[src/rtl/jt12_pkg.sv]
// Shared constants and types for the FM core's LFO: divider table, phase/AM widths
// and the helpers that turn a frequency select into a limit and a phase into an AM level.
package jt12_pkg;

    localparam int LFO_W = 7;
    localparam int AM_W  = 6;

    typedef logic [LFO_W-1:0] lfo_phase_t;
    typedef logic [AM_W-1:0]  lfo_am_t;

    // Samples per LFO step, indexed by the 3-bit frequency select
    localparam lfo_phase_t LFO_DIV [8] = '{
        7'd108, 7'd77, 7'd71, 7'd67, 7'd62, 7'd44, 7'd8, 7'd5
    };

    function automatic lfo_phase_t lfo_limit(input logic [2:0] freq);
        return LFO_DIV[freq] - 7'd1;
    endfunction

    // Triangle: phases 0..63 fall 63..0, phases 64..127 rise 0..63
    function automatic lfo_am_t lfo_am_map(input lfo_phase_t ph);
        return ph[LFO_W-1] ? ph[AM_W-1:0] : ~ph[AM_W-1:0];
    endfunction

endpackage

[src/rtl/jt12_lfo_if.sv]
// Signal bundle between the register/timing side of the FM core and the LFO.
interface jt12_lfo_if;
    import jt12_pkg::*;

    logic       clk_en;
    logic       zero;
    logic       lfo_en;
    logic [2:0] lfo_freq;
    lfo_phase_t lfo_mod;
    lfo_am_t    lfo_am;
    logic       lfo_step;

    modport master (
        output clk_en, zero, lfo_en, lfo_freq,
        input  lfo_mod, lfo_am, lfo_step
    );

    modport slave (
        input  clk_en, zero, lfo_en, lfo_freq,
        output lfo_mod, lfo_am, lfo_step
    );

endinterface

[src/rtl/jt12_lfo_div.sv]
// Sample divider: counts zero markers and ticks once the live limit is reached.
// The compare is >= so a lowered frequency select fires on the very next marker.
module jt12_lfo_div
    import jt12_pkg::*;
(
    input  logic       clk,
    input  logic       rst_n,
    input  logic       clk_en_i,
    input  logic       clr_i,
    input  logic       zero_i,
    input  logic [2:0] freq_i,
    output logic       tick_o
);

    lfo_phase_t cnt_q, cnt_d;
    logic       hit;

    always_comb begin
        // NOTE: every combinational output gets a default first, so no path leaves it unassigned and no latch is inferred.
        cnt_d  = cnt_q;
        tick_o = 1'b0;
        hit    = (cnt_q >= lfo_limit(freq_i));
        if (clk_en_i) begin
            if (clr_i) begin
                cnt_d = '0;
            end else if (zero_i) begin
                if (hit) begin
                    cnt_d  = '0;
                    tick_o = 1'b1;
                end else begin
                    cnt_d = cnt_q + 7'd1;
                end
            end
        end
    end

    always_ff @(posedge clk) begin
        // NOTE: registers use non-blocking assignments so every flop samples pre-edge values regardless of block order.
        if (!rst_n) begin
            cnt_q <= '0;
        end else begin
            cnt_q <= cnt_d;
        end
    end

endmodule

[src/rtl/jt12_lfo.sv]
// LFO top: phase register advanced by the divider tick, step pulse and AM triangle.
// Disabling the LFO clears phase and divider synchronously and holds them at zero.
module jt12_lfo
    import jt12_pkg::*;
(
    input  logic       clk,
    input  logic       rst_n,
    jt12_lfo_if.slave  bus
);

    lfo_phase_t mod_q, mod_d;
    logic       step_q, step_d;
    logic       tick;
    logic       div_clr;

    assign div_clr = ~bus.lfo_en;

    jt12_lfo_div u_div (
        .clk      (clk),
        .rst_n    (rst_n),
        .clk_en_i (bus.clk_en),
        .clr_i    (div_clr),
        .zero_i   (bus.zero),
        .freq_i   (bus.lfo_freq),
        .tick_o   (tick)
    );

    always_comb begin
        mod_d  = mod_q;
        step_d = step_q;
        // The step pulse only moves on clk_en cycles, so it spans exactly one of them
        if (bus.clk_en) begin
            step_d = tick;
            if (!bus.lfo_en) begin
                mod_d = '0;
            end else if (tick) begin
                mod_d = mod_q + 7'd1;
            end
        end
    end

    always_ff @(posedge clk) begin
        if (!rst_n) begin
            mod_q  <= '0;
            step_q <= 1'b0;
        end else begin
            mod_q  <= mod_d;
            step_q <= step_d;
        end
    end

    assign bus.lfo_mod  = mod_q;
    assign bus.lfo_step = step_q;
    assign bus.lfo_am   = lfo_am_map(mod_q);

endmodule

[src/flat_wrapper.sv]
// flat-port wrapper written by rule: the top's interface ports become plain ports
module jt12_lfo_flat import jt12_pkg::*;
  (clk, rst_n, bus_clk_en, bus_zero, bus_lfo_en, bus_lfo_freq, bus_lfo_mod, bus_lfo_am, bus_lfo_step);
  jt12_lfo_if bus_i ();
  input  logic clk;
  input  logic rst_n;
  input wire logic [$bits(bus_i.clk_en)-1:0] bus_clk_en;
  input wire logic [$bits(bus_i.zero)-1:0] bus_zero;
  input wire logic [$bits(bus_i.lfo_en)-1:0] bus_lfo_en;
  input wire logic [$bits(bus_i.lfo_freq)-1:0] bus_lfo_freq;
  output wire logic [$bits(bus_i.lfo_mod)-1:0] bus_lfo_mod;
  output wire logic [$bits(bus_i.lfo_am)-1:0] bus_lfo_am;
  output wire logic [$bits(bus_i.lfo_step)-1:0] bus_lfo_step;
  assign bus_i.clk_en = bus_clk_en;
  assign bus_i.zero = bus_zero;
  assign bus_i.lfo_en = bus_lfo_en;
  assign bus_i.lfo_freq = bus_lfo_freq;
  assign bus_lfo_mod = bus_i.lfo_mod;
  assign bus_lfo_am = bus_i.lfo_am;
  assign bus_lfo_step = bus_i.lfo_step;
  jt12_lfo u_core (.clk(clk), .rst_n(rst_n), .bus(bus_i));
endmodule
[config.mk]
export PLATFORM = sky130hd
export DESIGN_NAME = jt12_lfo_flat
export DESIGN_NICKNAME = d
export VERILOG_FILES = /design/src/rtl/jt12_pkg.sv /design/src/rtl/jt12_lfo_if.sv /design/src/rtl/jt12_lfo_div.sv /design/src/rtl/jt12_lfo.sv /design/src/flat_wrapper.sv
export SDC_FILE = /design/constraint.sdc
export NUM_CORES = 1
export LEC_CHECK = 0
export ABC_CLOCK_PERIOD_IN_PS = 2900
export CAP_MARGIN = 20
export CORE_ASPECT_RATIO = 2
export CORE_MARGIN = 2
export CORE_UTILIZATION = 28
export CTS_CLUSTER_SIZE = 24
export DETAILED_ROUTE_END_ITERATION = 6
export DONT_BUFFER_PORTS = 1
export SLEW_MARGIN = 0
export SYNTH_ARGS = -nofsm -noshare
export SYNTH_HDL_FRONTEND = slang
export SYNTH_HIERARCHICAL = 1
export SYNTH_SLANG_ARGS = --single-unit
[constraint.sdc]
create_clock -name clk -period 2.9 [get_ports clk]
set_input_delay 0.29 -clock clk [delete_from_list [all_inputs] [get_ports clk]]
set_output_delay 0.29 -clock clk [all_outputs]
set_load 0.02 [all_outputs]
==> flow_metrics.tcl <==
set metrics [dict create \
    status "completed" \
    hold_depth 1 \
    slew_at_the_pin_closest_to_its_max_slew_limit_ns 0.573 \
    grt_pass1_vias 905 \
    met2_usage 0.217 \
    buffer_ports.inserted 0 \
    grt_max_degree 10 \
    grt_pass1_wl_um 3680 \
    drc_violations_left 0 \
    final_wtd_congestion 0.883 \
    final_cell_mix "sky130_fd_sc_hd__nand2_1 (16), sky130_fd_sc_hd__dfxtp_1 (15), sky130_fd_sc_hd__xnor2_1 (13)" \
    flop2flop_setup_slack_ns 0.31 \
    power.switching_fraction 0.236 \
    power.ir.vdd_worst_mv 0.160 \
    global_route.usage.met1 0.118 \
    average_footprint_of_a_synthesized_cell_um2 8.37 \
    cts_tree "yes" \
    final-max-slew-violation-count 0 \
    ant_nets 0 \
    netlist_area_mm2 0.00101 \
    worst_ep_arrival_time_ns 2.76 \
    grt_antenna_before_repair 0 \
    rsz0062_at_grt "false" \
    synth_cell_types 28 \
    setup_tns_ns 0 \
    core_mm2 0.00342 \
    period_needed_ns 2.59 \
    antenna_cells 0 \
    clock_latency_ns 0.25 \
    cts.sinks 15 \
    switching_pwr_mw 0.0996 \
    worstRegToRegCells 9 \
    required_time_of_the_critical_path_ns 3.07 \
    wl_um 2270 \
    ctsRootBufferMaster "sky130_fd_sc_hd__clkbuf_8" \
    globalRouteTotalUtil 0.123 \
    power.density_mw_per_mm2 384 \
    synth_top_cell_by_area "sky130_fd_sc_hd__dfxtp_1" \
    busiest_grt_layer "met2" \
    fillerInstances 369 \
    synth-async-reset-ratio 0 \
    synth.top_cells.by_area "sky130_fd_sc_hd__dfxtp_1 (30%), sky130_fd_sc_hd__xnor2_1 (11%), sky130_fd_sc_hd__ha_1 (11%)" \
    synth.top_cell.area_share 0.297 \
    area_delta_synth_final_pct 8.53 \
    setup_viol 0 \
    layoutNonFillerInstCount 170 \
    numCtsBuffers 3 \
    cts_buffer_depth 2 \
    portion_of_total_power_attributed_to_sequential_cells 0.499 \
    seq_area_frac_synth 0.297 \
    holdCritPathClass "primary input to register" \
    timing.setup.critical_path_class "register to register" \
    maxCapViolations 0 \
    overflow 0 \
    via_count 881 \
    post_route_cells_drive_above_1_share 0.0738 \
    hold_viol 0 \
    synth-edff-count 0 \
    row_count 30 \
    htree_num_levels 1 \
    detail_route.iter0.violations 21 \
    post_cts_buffers 0 \
    detailedPlacementHpwl_um 1800 \
    postSynthCellCount 121 \
    power.share.combinational 0.097 \
    multi_input_gate_area_in_the_final_layout_um2 667 \
    ys_ff_latch 15 \
    power.clock.fraction 0.405 \
    die_area_mm2 0.00414 \
    clock-skew-final_ns 0.00361 \
    die-width_um 46.5 \
    drtPass1Iterations 4 \
    route.detailed.vias_per_inst 5.18 \
    final_util 0.322 \
    timing.critical_path.fanout_max 9 \
    place.detailed.instances 166 \
    initial_utilization 0.296 \
    groute.layer.met3.usage 0.0202 \
    nets 140 \
    timing.fmax_mhz 387 \
    die_h_um 89.0 \
    final-seq-area_um2 300 \
    routed_wire_length_per_instance_um 13.3 \
    holdBufCountCts 0 \
    total_leakage_power_nw 0.363 \
    internal_power_mw 0.323 \
    timing.slew.headroom 0.615 \
    yosys_most_used_dff "sky130_fd_sc_hd__dfxtp_1" \
    synth.net_count 138 \
    end_kind "register" \
    final_common_cell "sky130_fd_sc_hd__nand2_1" \
    clock_pin_slew_reported_for_the_worst_setup_and_hold_paths_after_clock_tree_synthesis_ns 0.06 \
    post_cts_resize_count 0 \
    yosys_warnings 6 \
    timing.critical_path.from_type "register" \
    boundaryPins 22 \
    fin_crit_sh 0.891 \
]
==> layer usage <==
layer / routed length (um) / share of wire / vias to the layer above
li1: - / - / 438
met1: 853 / 0.38 / 408
met2: 1190 / 0.53 / 31
met3: 163 / 0.072 / 4
met4: 55 / 0.024 / 0
met5: 0 / 0 / -
==> flip-flops by register name (all words and copies together), names as in the netlist <==
register and count:
u_core/bus.lfo_mod 7, u_core/u_div/cnt_q 7, u_core/bus.lfo_step 1
==> cell families (layout without fill, tap and decap cells) <==
kind of cell / count (synthesis) / after routing / share of synthesized area
compound gates: 35 / 35 / 0.227
xor+xnor: 14 / 14 / 0.121
fa+ha+maj: 9 / 9 / 0.111
buf+inv: 10 / 11 / 0.0445
flops: 15 / 15 / 0.297
simple gates: 38 / 38 / 0.199
==> path summary, 6_finish.rpt <==
path                                                    startpoint                            endpoint
worst max-delay path            u_core/u_div/cnt_q[0]$_SDFFE_PN0P_  u_core/bus.lfo_mod[3]$_SDFFE_PN0P_
worst min-delay path                                         rst_n  u_core/bus.lfo_mod[2]$_SDFFE_PN0P_
worst max register to register  u_core/u_div/cnt_q[0]$_SDFFE_PN0P_  u_core/bus.lfo_mod[3]$_SDFFE_PN0P_
worst min register to register  u_core/u_div/cnt_q[5]$_SDFFE_PN0P_  u_core/u_div/cnt_q[5]$_SDFFE_PN0P_
==> Yosys cell counts, types with 2 or more instances <==
cell	n
sky130_fd_sc_hd__a21o_1	2
sky130_fd_sc_hd__inv_1	7
sky130_fd_sc_hd__nor3_2	2
sky130_fd_sc_hd__nor2_1	6
sky130_fd_sc_hd__nand4_1	4
sky130_fd_sc_hd__or4_1	5
sky130_fd_sc_hd__o31ai_1	4
sky130_fd_sc_hd__clkbuf_1	2
sky130_fd_sc_hd__nand2_1	16
sky130_fd_sc_hd__nor3_1	2
sky130_fd_sc_hd__a21oi_1	12
sky130_fd_sc_hd__xnor2_1	13
sky130_fd_sc_hd__nand2b_1	2
sky130_fd_sc_hd__ha_1	9
sky130_fd_sc_hd__a21boi_0	4
sky130_fd_sc_hd__dfxtp_1	15
sky130_fd_sc_hd__o21ai_0	5
==> area by class of cell <==
class,count,share of cell area
Inverter,7,0.0239
Clock buffer,4,0.0410
Tap cell,48,0.0547
Multi-Input combinational cell,96,0.607
Sequential cell,15,0.273
==> per-stage QoR <==
stage          setup WS (ns)  hold slack (ns)  total power [mW]  instance area [um2]
2_1_floorplan          0.374            0.444             0.250                 1010
3_3_place_gp           0.345            0.449             0.254                 1050
3_5_place_dp           0.263            0.450             0.256                 1050
4_1_cts                0.331            0.182             0.427                 1100
5_1_grt               0.0463            0.182             0.448                 1100
6_report               0.315            0.188             0.422                 1100
==> worst max-delay path, cell delays in order, from the launching register on <==
cell and delay [ns]:
sky130_fd_sc_hd__dfxtp_1 0.36, sky130_fd_sc_hd__inv_1 0.09, sky130_fd_sc_hd__ha_1 0.27, sky130_fd_sc_hd__nand2b_1 0.10, sky130_fd_sc_hd__a31oi_1 0.10, sky130_fd_sc_hd__o221a_2 0.31
sky130_fd_sc_hd__nor3_1 0.45, sky130_fd_sc_hd__nor2b_4 0.13, sky130_fd_sc_hd__or4_1 0.53, sky130_fd_sc_hd__a21oi_1 0.16
==> power groups by stage <==
| stage | Combinational [mW] | Clock, mW | Sequential [mW] |
|---|---|---|---|
| after floorplan | 0.0352 | 0 | 0.214 |
| after global placement | 0.0394 | 0 | 0.215 |
| after detailed placement | 0.0414 | 0 | 0.215 |
| after CTS | 0.0416 | 0.175 | 0.211 |
| after global routing | 0.0483 | 0.189 | 0.211 |
| final | 0.0409 | 0.171 | 0.211 |
Note: power is estimated with default switching activity, not from simulation.
